File: config.mk
export PLATFORM = sky130hd
export DESIGN_NAME = matrix_stream_ctrl
export DESIGN_NICKNAME = d
export VERILOG_FILES = /design/src/rtl/matrix_stream_ctrl.sv
export SDC_FILE = /design/constraint.sdc
export NUM_CORES = 1
export LEC_CHECK = 0
export CORE_UTILIZATION = 45
export DETAILED_ROUTE_END_ITERATION = 10
export GPL_ROUTABILITY_DRIVEN = 0
export PLACE_DENSITY = 0.77
export SLEW_MARGIN = 10
export SYNTH_ARGS = -nofsm -noshare
export SYNTH_HDL_FRONTEND = slang
export SYNTH_SLANG_ARGS = --single-unit
File: constraint.sdc
create_clock -name clk_i -period 7.7 [get_ports clk_i]
set_input_delay 1.155 -clock clk_i [delete_from_list [all_inputs] [get_ports clk_i]]
set_output_delay 1.155 -clock clk_i [all_outputs]
set_load 0.005 [all_outputs]
File: src/rtl/matrix_stream_ctrl.sv
// matrix_stream_ctrl
//   Stream-side controller for a 3x3 signed 8-bit matrix multiplier.
//   Collects 18 elements (A row-major, then B row-major) from a byte
//   stream, packs them onto the multiplier operand buses, pulses the
//   multiplier reset, holds its enable until done (or a timeout), then
//   plays the nine result elements back out row-major on a byte stream.
//
// Ports
//   clk_i          system clock, rising edge
//   rst_i          asynchronous active-high reset
//   in_data_i      input element (two's complement)
//   in_valid_i     in_data_i valid
//   in_ready_o     controller accepts in_data_i (LOAD only)
//   out_data_o     result element, row-major
//   out_valid_o    out_data_o valid (SEND only)
//   out_ready_i    downstream accepts out_data_o
//   mul_a_o        operand A, element (i,j) at [(i*3+j)*8 +: 8]
//   mul_b_o        operand B, same packing
//   mul_reset_o    one-cycle multiplier reset pulse
//   mul_enable_o   multiplier enable, high for the whole RUN phase
//   mul_c_i        multiplier result, same packing
//   mul_done_i     multiplier result valid
//   busy_o         high in every state except LOAD
//   err_o          sticky timeout flag, cleared by the next load
module matrix_stream_ctrl #(
    parameter int TIMEOUT = 63
) (
    input  logic        clk_i,
    input  logic        rst_i,
    input  logic [7:0]  in_data_i,
    input  logic        in_valid_i,
    output logic        in_ready_o,
    output logic [7:0]  out_data_o,
    output logic        out_valid_o,
    input  logic        out_ready_i,
    output logic [71:0] mul_a_o,
    output logic [71:0] mul_b_o,
    output logic        mul_reset_o,
    output logic        mul_enable_o,
    input  logic [71:0] mul_c_i,
    input  logic        mul_done_i,
    output logic        busy_o,
    output logic        err_o
);

    localparam int TW = $clog2(TIMEOUT + 1);

    typedef enum logic [1:0] {S_LOAD, S_CLR, S_RUN, S_SEND} state_t;

    state_t          state_q, state_d;
    logic [4:0]      idx_q, idx_d;     // element index, shared by LOAD and SEND
    logic [TW-1:0]   tmo_q, tmo_d;     // RUN cycles elapsed
    logic            err_q, err_d;
    logic [71:0]     res_q, res_d;
    logic            in_accept;
    logic            out_accept;

    assign in_accept  = (state_q == S_LOAD) && in_valid_i;
    assign out_accept = (state_q == S_SEND) && out_ready_i;

    // ------------------------------------------------------------------
    // State register
    // ------------------------------------------------------------------
    always_ff @(posedge clk_i or posedge rst_i) begin
        if (rst_i) begin
            state_q <= S_LOAD;
            idx_q   <= '0;
            tmo_q   <= '0;
            err_q   <= 1'b0;
            res_q   <= '0;
        end else begin
            state_q <= state_d;
            idx_q   <= idx_d;
            tmo_q   <= tmo_d;
            err_q   <= err_d;
            res_q   <= res_d;
        end
    end

    // ------------------------------------------------------------------
    // Next-state logic
    // ------------------------------------------------------------------
    always_comb begin
        state_d = state_q;
        idx_d   = idx_q;
        tmo_d   = tmo_q;
        err_d   = err_q;
        res_d   = res_q;
        case (state_q)
            S_LOAD: begin
                if (in_accept) begin
                    // err survives until the next load actually starts
                    if (idx_q == 5'd0) err_d = 1'b0;
                    if (idx_q == 5'd17) begin
                        idx_d   = '0;
                        state_d = S_CLR;
                    end else begin
                        idx_d = idx_q + 5'd1;
                    end
                end
            end
            S_CLR: begin
                tmo_d   = '0;
                state_d = S_RUN;
            end
            S_RUN: begin
                tmo_d = tmo_q + 1'b1;
                // done wins even on the cycle the counter expires
                if (mul_done_i) begin
                    res_d   = mul_c_i;
                    state_d = S_SEND;
                end else if (tmo_q == TW'(TIMEOUT - 1)) begin
                    err_d   = 1'b1;
                    state_d = S_LOAD;
                end
            end
            S_SEND: begin
                if (out_accept) begin
                    if (idx_q == 5'd8) begin
                        idx_d   = '0;
                        state_d = S_LOAD;
                    end else begin
                        idx_d = idx_q + 5'd1;
                    end
                end
            end
            default: state_d = S_LOAD;
        endcase
    end

    // ------------------------------------------------------------------
    // Outputs
    // ------------------------------------------------------------------
    always_comb begin
        in_ready_o   = 1'b0;
        mul_reset_o  = 1'b0;
        mul_enable_o = 1'b0;
        out_valid_o  = 1'b0;
        busy_o       = 1'b1;
        out_data_o   = '0;
        case (state_q)
            S_LOAD: begin
                in_ready_o = 1'b1;
                busy_o     = 1'b0;
            end
            S_CLR:  mul_reset_o  = 1'b1;
            S_RUN:  mul_enable_o = 1'b1;
            S_SEND: begin
                out_valid_o = 1'b1;
                out_data_o  = res_q[{idx_q, 3'b000} +: 8];
            end
            default: ;
        endcase
    end

    assign err_o = err_q;

    // ------------------------------------------------------------------
    // Operand slots: slot gi of A takes load index gi, slot gi of B takes
    // load index gi+9. Slots keep their value until the next load rewrites.
    // ------------------------------------------------------------------
    for (genvar gi = 0; gi < 9; gi++) begin : g_slot
        logic [7:0] a_q;
        logic [7:0] b_q;

        always_ff @(posedge clk_i or posedge rst_i) begin
            if (rst_i) begin
                a_q <= '0;
                b_q <= '0;
            end else if (in_accept) begin
                if (idx_q == 5'(gi))     a_q <= in_data_i;
                if (idx_q == 5'(gi + 9)) b_q <= in_data_i;
            end
        end

        assign mul_a_o[gi*8 +: 8] = a_q;
        assign mul_b_o[gi*8 +: 8] = b_q;
    end

endmodule

Word level (Yosys, flattened, before mapping)
Cells that the tools add are included.
{"block": "classes", "add_sub_neg": 2, "eq_ne": 29, "shifts": 1, "mux": 24, "reduce_logical": 29}
{"operator": "$shiftx A72 B9 Y8", "n": 1}
{"operator": "$eq A5 B4 Y1 const B", "n": 8}
{"operator": "$reduce_and A2 Y1", "n": 19}
{"operator": "$eq A5 B3 Y1 const B", "n": 4}
{"operator": "$mux W5", "n": 4}
{"operator": "$mux W2", "n": 6}
{"operator": "$pmux W6 S2", "n": 1}
{"operator": "$eq A5 B2 Y1 const B", "n": 2}
{"operator": "$eq A5 B5 Y1 const B", "n": 2}
{"operator": "$pmux W5 S2", "n": 1}
{"operator": "$reduce_and A5 Y1", "n": 2}
{"operator": "$mux W1", "n": 9}
{"operator": "$mux W8", "n": 1}
{"operator": "$ne A2 B2 Y1 const B", "n": 4}
{"operator": "$pmux W2 S4", "n": 1}
{"operator": "$add A6 B1 Y6 const B", "n": 1}
{"operator": "$eq A6 B6 Y1 const B", "n": 1}
{"operator": "$ne A2 B1 Y1 const B", "n": 3}
{"operator": "$reduce_bool A2 Y1", "n": 3}
{"operator": "$add A5 B1 Y5 const B", "n": 1}
{"operator": "$eq A5 B1 Y1 const B", "n": 1}
{"operator": "$logic_not A5 Y1", "n": 1}
{"operator": "$eq A2 B2 Y1 const B", "n": 2}
{"operator": "$ne A3 B3 Y1 const B", "n": 1}
{"operator": "5 further kinds", "n": 6}
{"block": "totals", "reg_bits": 230, "in_bits": 85, "out_inout_bits": 158, "elab_cells": 108}

Logic depth before layout (Yosys ltp)
Gate-level depths: netlist of the first run.
{"block": "depth", "depth_word": 4, "ltp_mapped": 8, "ltp_nobuf": 6}

Worst setup path after synthesis of the first run
Ideal clock, no wire load.
{"block": "synth_path", "path_type": "reg2out", "startpoint": "reg idx_q[3]", "endpoint": "out out_data_o[0]", "arrival_ps": 1390, "required_time_ps": 6545, "setup_slack_ps": 5155, "path_stages_with_launch": 7, "path_buffers": 2, "path_cell_list": "dfrtp_1 -> buf_4 -> and2b_1 -> buf_4 -> a22oi_1 -> nor2_1 -> o311a_1"}
{"block": "synth_between", "elab_chain_len": 2}
{"item": "start, declared", "line_no": "51", "rtl": "logic [4:0] idx_q, idx_d;"}
{"item": "start signal, assigned", "line_no": "73", "rtl": "idx_q <= idx_d;"}
{"item": "$shiftx A72 B9 Y8", "line_no": "150", "rtl": "out_data_o = res_q[{idx_q, 3'b000} +: 8];"}
{"item": "$mux W8", "line_no": "141", "rtl": "case (state_q)"}
{"item": "end, declared", "line_no": "33", "rtl": "output logic [7:0] out_data_o,"}
Every way passes these cells.

Final worst setup path of the first run
{"block": "layout_path", "startpoint": "reg idx_q[0]", "endpoint": "out out_data_o[7]"}
The elaborated chain is that of the path after synthesis.

==> results by group, run 1 <==
Pwr
  – Internal Power: around 3.5 mW
  – NetSw: 1.49 mW
  – P_leak: roughly 6.2 nW
  – Combinational share of power: 35.6%
  – Power share of the clock group: 23.3%
  – Switching Fraction: 29.7%
  – Power Dens Cells: 375 nW/um^2
  – Flop pwr share: 41.1%
  – Worst vdd rail ir drop: 0.167 mV

Layout
  – Most common cell after layout, fill and taps aside: clkdlybuf4s50_1
  – Commonest non-fill, non-tap cells in the layout: clkdlybuf4s50_1 (242), dfrtp_1 (229), mux2_2 (212)
  – Area growth from synthesis to layout: 34.6%
  – Ratio of cells with drive above 1 in the final layout: a little under a third
  – Post-Route Utilization: 62.7%
  – Fill cell count: approximately 1,600
  – Post-layout nets: about 1,000

Clock tree
  – Clock Path Buffers: 3
  – Clock Pin Slew Worst Setup and Hold Paths: about 0.060 ns
  – Root buf cell: clkbuf_16
  – Total CTS buffers: 25
  – CTS tree: yes
  – Clk_lat worst skew: 0.50 ns
  – Post-CTS Hold Buffers: 0
  – Setup Buffers After CTS: 0
  – H-tree levels: 1
  – CTS sink cnt: 230
  – Post-CTS resize count: 0

Die
  – Die Y: 150 um
  – Top Ports: 243
  – Die Wd: 150 um
  – Initial Util: 46.6%
  – Site Rows: 53
  – DIE AREA: 22,600 um^2
  – Core area: 21,300 um^2

STA
  – Crit path time final: 4.20 ns
  – Worst slew pin tran: between 0.9 and 1 ns
  – Final Cycle Share: 54.6%
  – RSZ-0062 raised after global routing: false
  – Hold Vio Cnt, Final: 0
  – Fin. max-slew vios: 0
  – Clock Skew: about 0.0068 ns
  – Worst Hold Slack: 0.486 ns
  – Setup-failing EPs final: 0
  – TNS Setup: 0 ns
  – F_max: 0.238 GHz
  – Slew margin rel.: 38.9%

Worst setup path
  – Crit path DAT: 3.05 ns
  – Max FO, Critical Path: 38
  – Startpoint Class: flop
  – Critical Path RT: ~6.6 ns
  – Worst Setup End Kind: output pin
  – Crit Reg-Reg Startpoint: idx_q[2]
  – Critical path class: reg -> out
  – Crit path from: idx_q[0]

Detailed routing
  – Total number of vias: 6,290
  – Post-Route WL: 24,100 um
  – WL met1: slightly above 10,000 um
  – Starting DRT DRC Count: 214
  – Met2 wire len: about 12,000 um
  – Met3 wire len: approximately 1800 um
  – DRC: 0
  – Drt wl/cell: approximately 20 um
  – Drt pass-1 iters: 4
  – Top Layer Used: met4
  – DR vias/cell: between 5 and 6
  – Antenna violation net count after detailed routing: 0

Logic synthesis
  – Syn Area/Cell: 15.0 um^2
  – Yosys cell types: 51
  – Yosys top cell area share: between 50% and 60%
  – Mapped cell area: around 9900 um^2
  – Number of flops mapped to enable cells by yosys: 0
  – Yosys warning total: 0
  – Most common flop cell mapped by yosys: dfrtp_1
  – Seq/Total Area, Yosys: about three fifths
  – Top post-synthesis cells by area: dfrtp_1 (58%), mux2_2 (24%), nor2_8 (2.4%)
  – Syn_nets: between 700 and 800
  – Flops & latches, synth: 230
  – Fraction of registers with async set/reset: 100%
  – Post-synth top area cell: dfrtp_1
  – Post-Synthesis Cells: 662

Global routing
  – GRT overflow: 0
  – Pin count of the biggest net entering global routing: approximately 130
  – Initial antenna violation count: 2
  – First-pass GRT wire length: 37,000 um
  – Total track usage: 21.5%
  – Vias in the first global route: roughly 6,500

Worst hold path
  – Hold WC Path Type: reg -> reg
  – Hold_sp: g_slot[1].a_q[0]

Run
  – Max cap viols: 0

Run status
  – Status: complete, no violations

Placed design
  – DP Wirelength: 17,100 um
  – I/O Buffers: 242
[metal layers]
metal	up-vias	GRT usage, %
li1	2863	-
met1	3183	28.2
met2	222	36.7
met3	22	4.61
met4	0	4.24
met5	-	0
[worst max-delay path, stage by stage (launching register included)]
cell and delay (ns):
dfrtp_2 0.95, inv_1 0.21, nor2_1 0.47, o2bb2ai_1 0.18, o311a_1 0.21, clkdlybuf4s50_1 0.51
[logic make-up (layout without fill, tap and decap cells)]
kind of cell / count (synthesis) / count (layout) / share of synthesized area (%)
other: 0 / 2 / 0
DFF: 230 / 230 / 58.0
xor gates and xnor gates: 1 / 1 / 0.0883
AOI/OAI and AO/OA: 59 / 59 / 4.48
muxes: 240 / 240 / 27.0
adders and majority gates: 11 / 11 / 1.39
and+or+nand+nor: 73 / 73 / 6.70
buffers and inverters: 48 / 303 / 2.37
[Yosys cell counts (2+ instances only)]
| library cell | n |
|---|---|
| a21oi_1 | 5 |
| a22oi_1 | 9 |
| and3_1 | 3 |
| buf_2 | 11 |
| buf_4 | 6 |
| buf_6 | 2 |
| clkbuf_1 | 14 |
| dfrtp_1 | 230 |
| ha_1 | 11 |
| inv_1 | 14 |
| mux2_1 | 5 |
| mux2_2 | 212 |
| mux2i_1 | 23 |
| nand2_1 | 8 |
| nand2_4 | 2 |
| nand2_8 | 2 |
| nand2b_1 | 3 |
| nand3_1 | 6 |
| nand3b_1 | 2 |
| nand4_1 | 2 |
| nor2_1 | 13 |
| nor2_4 | 3 |
| nor2_8 | 12 |
| nor2b_1 | 2 |
| o211a_1 | 2 |
| o21ai_0 | 12 |
| o221ai_1 | 9 |
| o22ai_1 | 2 |
| o2bb2ai_1 | 7 |
| o311a_1 | 7 |
| or3_1 | 3 |
[through the flow]
| stage | cells | total power [mW] | setup WS [ns] | cell area (um^2) |
|---|---|---|---|---|
| after floorplan | 662 | 2.95 | 0.240 | 9920 |
| after global placement | 1149 | 3.80 | 4.12 | 12500 |
| after detailed placement | 1149 | 3.87 | 4.04 | 12500 |
| after CTS | 1192 | 5.06 | 3.48 | 13400 |
| after global routing | 1192 | 5.28 | 3.32 | 13400 |
| final | 1194 | 5.01 | 3.50 | 13400 |
[cell type report]
type | instances | area [um^2] | share of cell area (%)
repair buffers | 246 | 2450 | 18.4
well taps | 275 | 344 | 2.58
inverters | 14 | 60.1 | 0.450
multi-input cells | 384 | 3930 | 29.4
diodes | 2 | 5.00 | 0.0375
flip-flops and latches | 230 | 5760 | 43.1
clock buffers | 34 | 709 | 5.31
clock inverters | 9 | 97.6 | 0.731
[sequential cells by signal, summed over array words and instances, names as in the netlist]
signal      flops
tmo_q           6
g_slot.b_q     72
g_slot.a_q     72
state_q         2
res_q          72
idx_q           5
err_o           1
[final timing paths]
check,depth (start not counted),to,slack (ns)
worst max-delay path,5,out_data_o[7],3.50
worst min-delay path,1,g_slot[1].a_q[0],0.49
worst max register to register,5,g_slot[7].b_q[4],5.19
worst min register to register,1,g_slot[1].a_q[0],0.49
max in group asynchronous,3,res_q[56],5.24
min in group asynchronous,2,g_slot[8].b_q[6],1.24
[power by group through the flow]
stage,Sequential [mW],Clock (mW),Combinational (mW)
6_report,2.06,1.17,1.78
5_1_grt,2.12,1.24,1.92
4_1_cts,2.06,1.19,1.80
3_5_place_dp,2.08,0,1.79
3_3_place_gp,2.06,0,1.74
2_1_floorplan,1.95,0,1.00
No activity file was read; power rests on OpenSTA's default activity.
==> run 2: changes to the inputs <==
==> constraint.sdc (replaced) <==
create_clock -name clk_i -period 3.55 [get_ports clk_i]
set_input_delay 0.5325 -clock clk_i [delete_from_list [all_inputs] [get_ports clk_i]]
set_output_delay 0.5325 -clock clk_i [all_outputs]
set_load 0.005 [all_outputs]
==> run 2 against run 1 <==
Effect of this change: sequential power grew 120%; worst setup slack got worse by 3.2 ns; core utilization up 0.33 points; sequential share of layout area is 0.22 points lower; routed wire length down 1.0%; clock power grew 110%; non-clock buffer count grew 3; critical path type unchanged; critical endpoint is now out_data_o[1]; highest routed layer is now met5.
==> results by group, run 2 (synthesis results as in run 1) <==
Layout
  – N_diodes: 0 (was 2)
  – Area growth from synthesis to layout: 35.4% (was 34.6%)
  – Post-layout nets: 999 (was 997)
  – Most common cell after layout, fill and taps aside: clkdlybuf4s50_1 (unchanged)
  – Ratio of cells with drive above 1 in the final layout: 30.9% (was 30.8%)
  – Commonest non-fill, non-tap cells in the layout: clkdlybuf4s50_1 (242), dfrtp_1 (229), mux2_2 (212) (unchanged)
  – Biggest regs: g_slot.a_q x72, g_slot.b_q x72, res_q x72 (unchanged)
  – Post-Route Utilization: 63.1% (was 62.7%)

STA
  – Slew margin rel.: 41.2% (was 38.9%)
  – RSZ-0062 raised after global routing: false (unchanged)
  – Hold Vio Cnt, Final: 0 (unchanged)
  – Final Cycle Share: 93.1%
  – F_max: 0.303 GHz
  – TNS Setup: 0 ns (unchanged)
  – Fin. max-slew vios: 0 (unchanged)
  – Crit path time final: between 3 and 4 ns
  – Clock Skew: 0.0192 ns (was 0.00679 ns)
  – Setup-failing EPs final: 0 (unchanged)
  – Worst slew pin tran: 0.879 ns (was 0.916 ns)

Worst setup path
  – Critical path class: reg -> out (unchanged)
  – Crit path from: idx_q[2] (was idx_q[0])
  – Crit Reg-Reg Startpoint: idx_q[2] (unchanged)
  – Crit path DAT: 2.77 ns (was 3.05 ns)
  – Critical Path RT: 3.02 ns (was 6.55 ns)
  – Worst Setup End Kind: output pin (unchanged)
  – Startpoint Class: flop (unchanged)
  – Max FO, Critical Path: 13 (was 38)
  – Cells on worst reg2reg path: 5 (unchanged)

Worst hold path
  – Hold WC Path Type: reg -> reg (unchanged)
  – Hold_sp: g_slot[5].a_q[4] (was g_slot[1].a_q[0])
  – Hold Crit Depth: 1 (unchanged)

Die
  – Initial Util: 46.6% (unchanged)
  – Site Rows: 53 (unchanged)
  – Die Y: 150 um (unchanged)
  – Top Ports: 243 (unchanged)
  – DIE AREA: 22,600 um^2 (unchanged)
  – Core area: 21,300 um^2 (unchanged)
  – Die Wd: 150 um (unchanged)

Detailed routing
  – DRC: 0 (unchanged)
  – Drt wl/cell: 20.0 um (was 20.2 um)
  – Drt pass-1 iters: 4 (unchanged)
  – Post-Route WL: 23,900 um (was 24,100 um)
  – Starting DRT DRC Count: 201 (was 214)
  – Antenna violation net count after detailed routing: 0 (unchanged)
  – DR vias/cell: 5.30 (was 5.27)
  – Total number of vias: 6,335 (was 6,290)

Pwr
  – Flop pwr share: 41.0% (was 41.1%)
  – P_leak: 6.18 nW (was 6.16 nW)
  – Power Dens Cells: 807 nW/um^2 (was 375 nW/um^2)
  – Switching Fraction: 29.7% (about the same)
  – Internal Power: 7.61 mW (was 3.52 mW)
  – Combinational share of power: 35.9% (was 35.6%)
  – Worst vdd rail ir drop: 0.362 mV (was 0.167 mV)
  – Total power: 10.8 mW (was 5.01 mW)
  – NetSw: 3.22 mW (was 1.49 mW)
  – Power share of the clock group: 23.1% (was 23.3%)

Clock tree
  – CTS sink cnt: 230 (unchanged)
  – Clk_lat worst skew: 0.51 ns (was 0.50 ns)
  – Setup Buffers After CTS: 0 (unchanged)
  – Total CTS buffers: 24 (was 25)
  – Clock Pin Slew Worst Setup and Hold Paths: 0.06 ns (about the same)
  – Post-CTS resize count: 0 (unchanged)
  – Post-CTS Hold Buffers: 0 (unchanged)
  – Root buf cell: clkbuf_16 (unchanged)
  – CTS tree: yes (unchanged)
  – Clock Path Buffers: 3 (unchanged)
  – H-tree levels: 1 (unchanged)

Global routing
  – GRT overflow: 0 (unchanged)
  – Met3 Use GR: 4.09% (was 4.61%)
  – Vias in the first global route: 6,458 (was 6,540)
  – Pin count of the biggest net entering global routing: 69 (was 133)
  – Met1 Usage GRT: 29.1% (was 28.2%)
  – First-pass GRT wire length: 37,000 um (about the same)
  – Grt met2 use: 35.5% (was 36.7%)
  – Initial antenna violation count: 2 (unchanged)
  – Total track usage: 21.4% (was 21.5%)
  – Gr busiest metal: met2 (unchanged)

Placed design
  – I/O Buffers: 242 (unchanged)
  – DP Wirelength: 17,300 um (was 17,100 um)

Run
  – Max cap viols: 0 (unchanged)

Run status
  – Status: complete, no violations (unchanged)
[run 2: cell types whose count changed in the layout (fill, tap and decap cells not counted), sizes merged]
cell,delta
buf,+3
clkbuf,+1
clkinv,-2
clkinvlp,+2
diode,-2
inv,-1
[run 2: path summary, 6_finish.rpt]
kind,to,slack [ns]
max in group asynchronous,g_slot[1].a_q[3],2.26
worst max-delay path,out_data_o[1],0.25
min in group asynchronous,g_slot[6].b_q[5],0.49
worst max register to register,g_slot[7].b_q[0],1.08
worst min register to register,g_slot[5].a_q[4],0.48
worst min-delay path,g_slot[5].a_q[4],0.48
[run 2: final cells by class]
type | instances | area [um^2]
repair buffers | 249 | 2540
inverters | 14 | 56.3
multi-input cells | 384 | 3930
flip-flops and latches | 230 | 5760
clock buffers | 35 | 692
well taps | 275 | 344
clock inverters | 8 | 106
fillers | 1589 | 7860
[run 2: layer usage]
metal  vias up  wire [um]
met3        35       1470
met2       240      11400
met5         -         12
li1       2864          -
met1      3194      10500
met4         2        482
[run 2: critical path, cell delays in order (launching register included)]
cell and delay (ns):
dfrtp_1 0.62, nor2b_1 0.54, a22oi_1 0.14, o221ai_1 0.21, and3_1 0.23, clkdlybuf4s50_1 0.52
[run 2: power groups by stage]
| stage | clock network [mW] | logic [mW] | registers (mW) |
|---|---|---|---|
| after floorplan | 0 | 2.17 | 4.24 |
| after global placement | 0 | 3.82 | 4.45 |
| after detailed placement | 0 | 3.92 | 4.48 |
| after CTS | 2.56 | 3.94 | 4.44 |
| after global routing | 2.65 | 4.22 | 4.57 |
| final | 2.50 | 3.89 | 4.44 |
[run 2: through the flow]
stage | instance area [um^2] | setup slack, ns | hold slack [ns] | std cells
after floorplan | 9920 | 0.00955 | 0.474 | 662
after detailed placement | 12600 | 0.730 | 0.476 | 1152
after global routing | 13400 | 0.0981 | 0.511 | 1195
final | 13400 | 0.246 | 0.484 | 1195
after CTS | 13400 | 0.116 | 0.490 | 1195
after global placement | 12600 | 0.829 | 0.467 | 1152
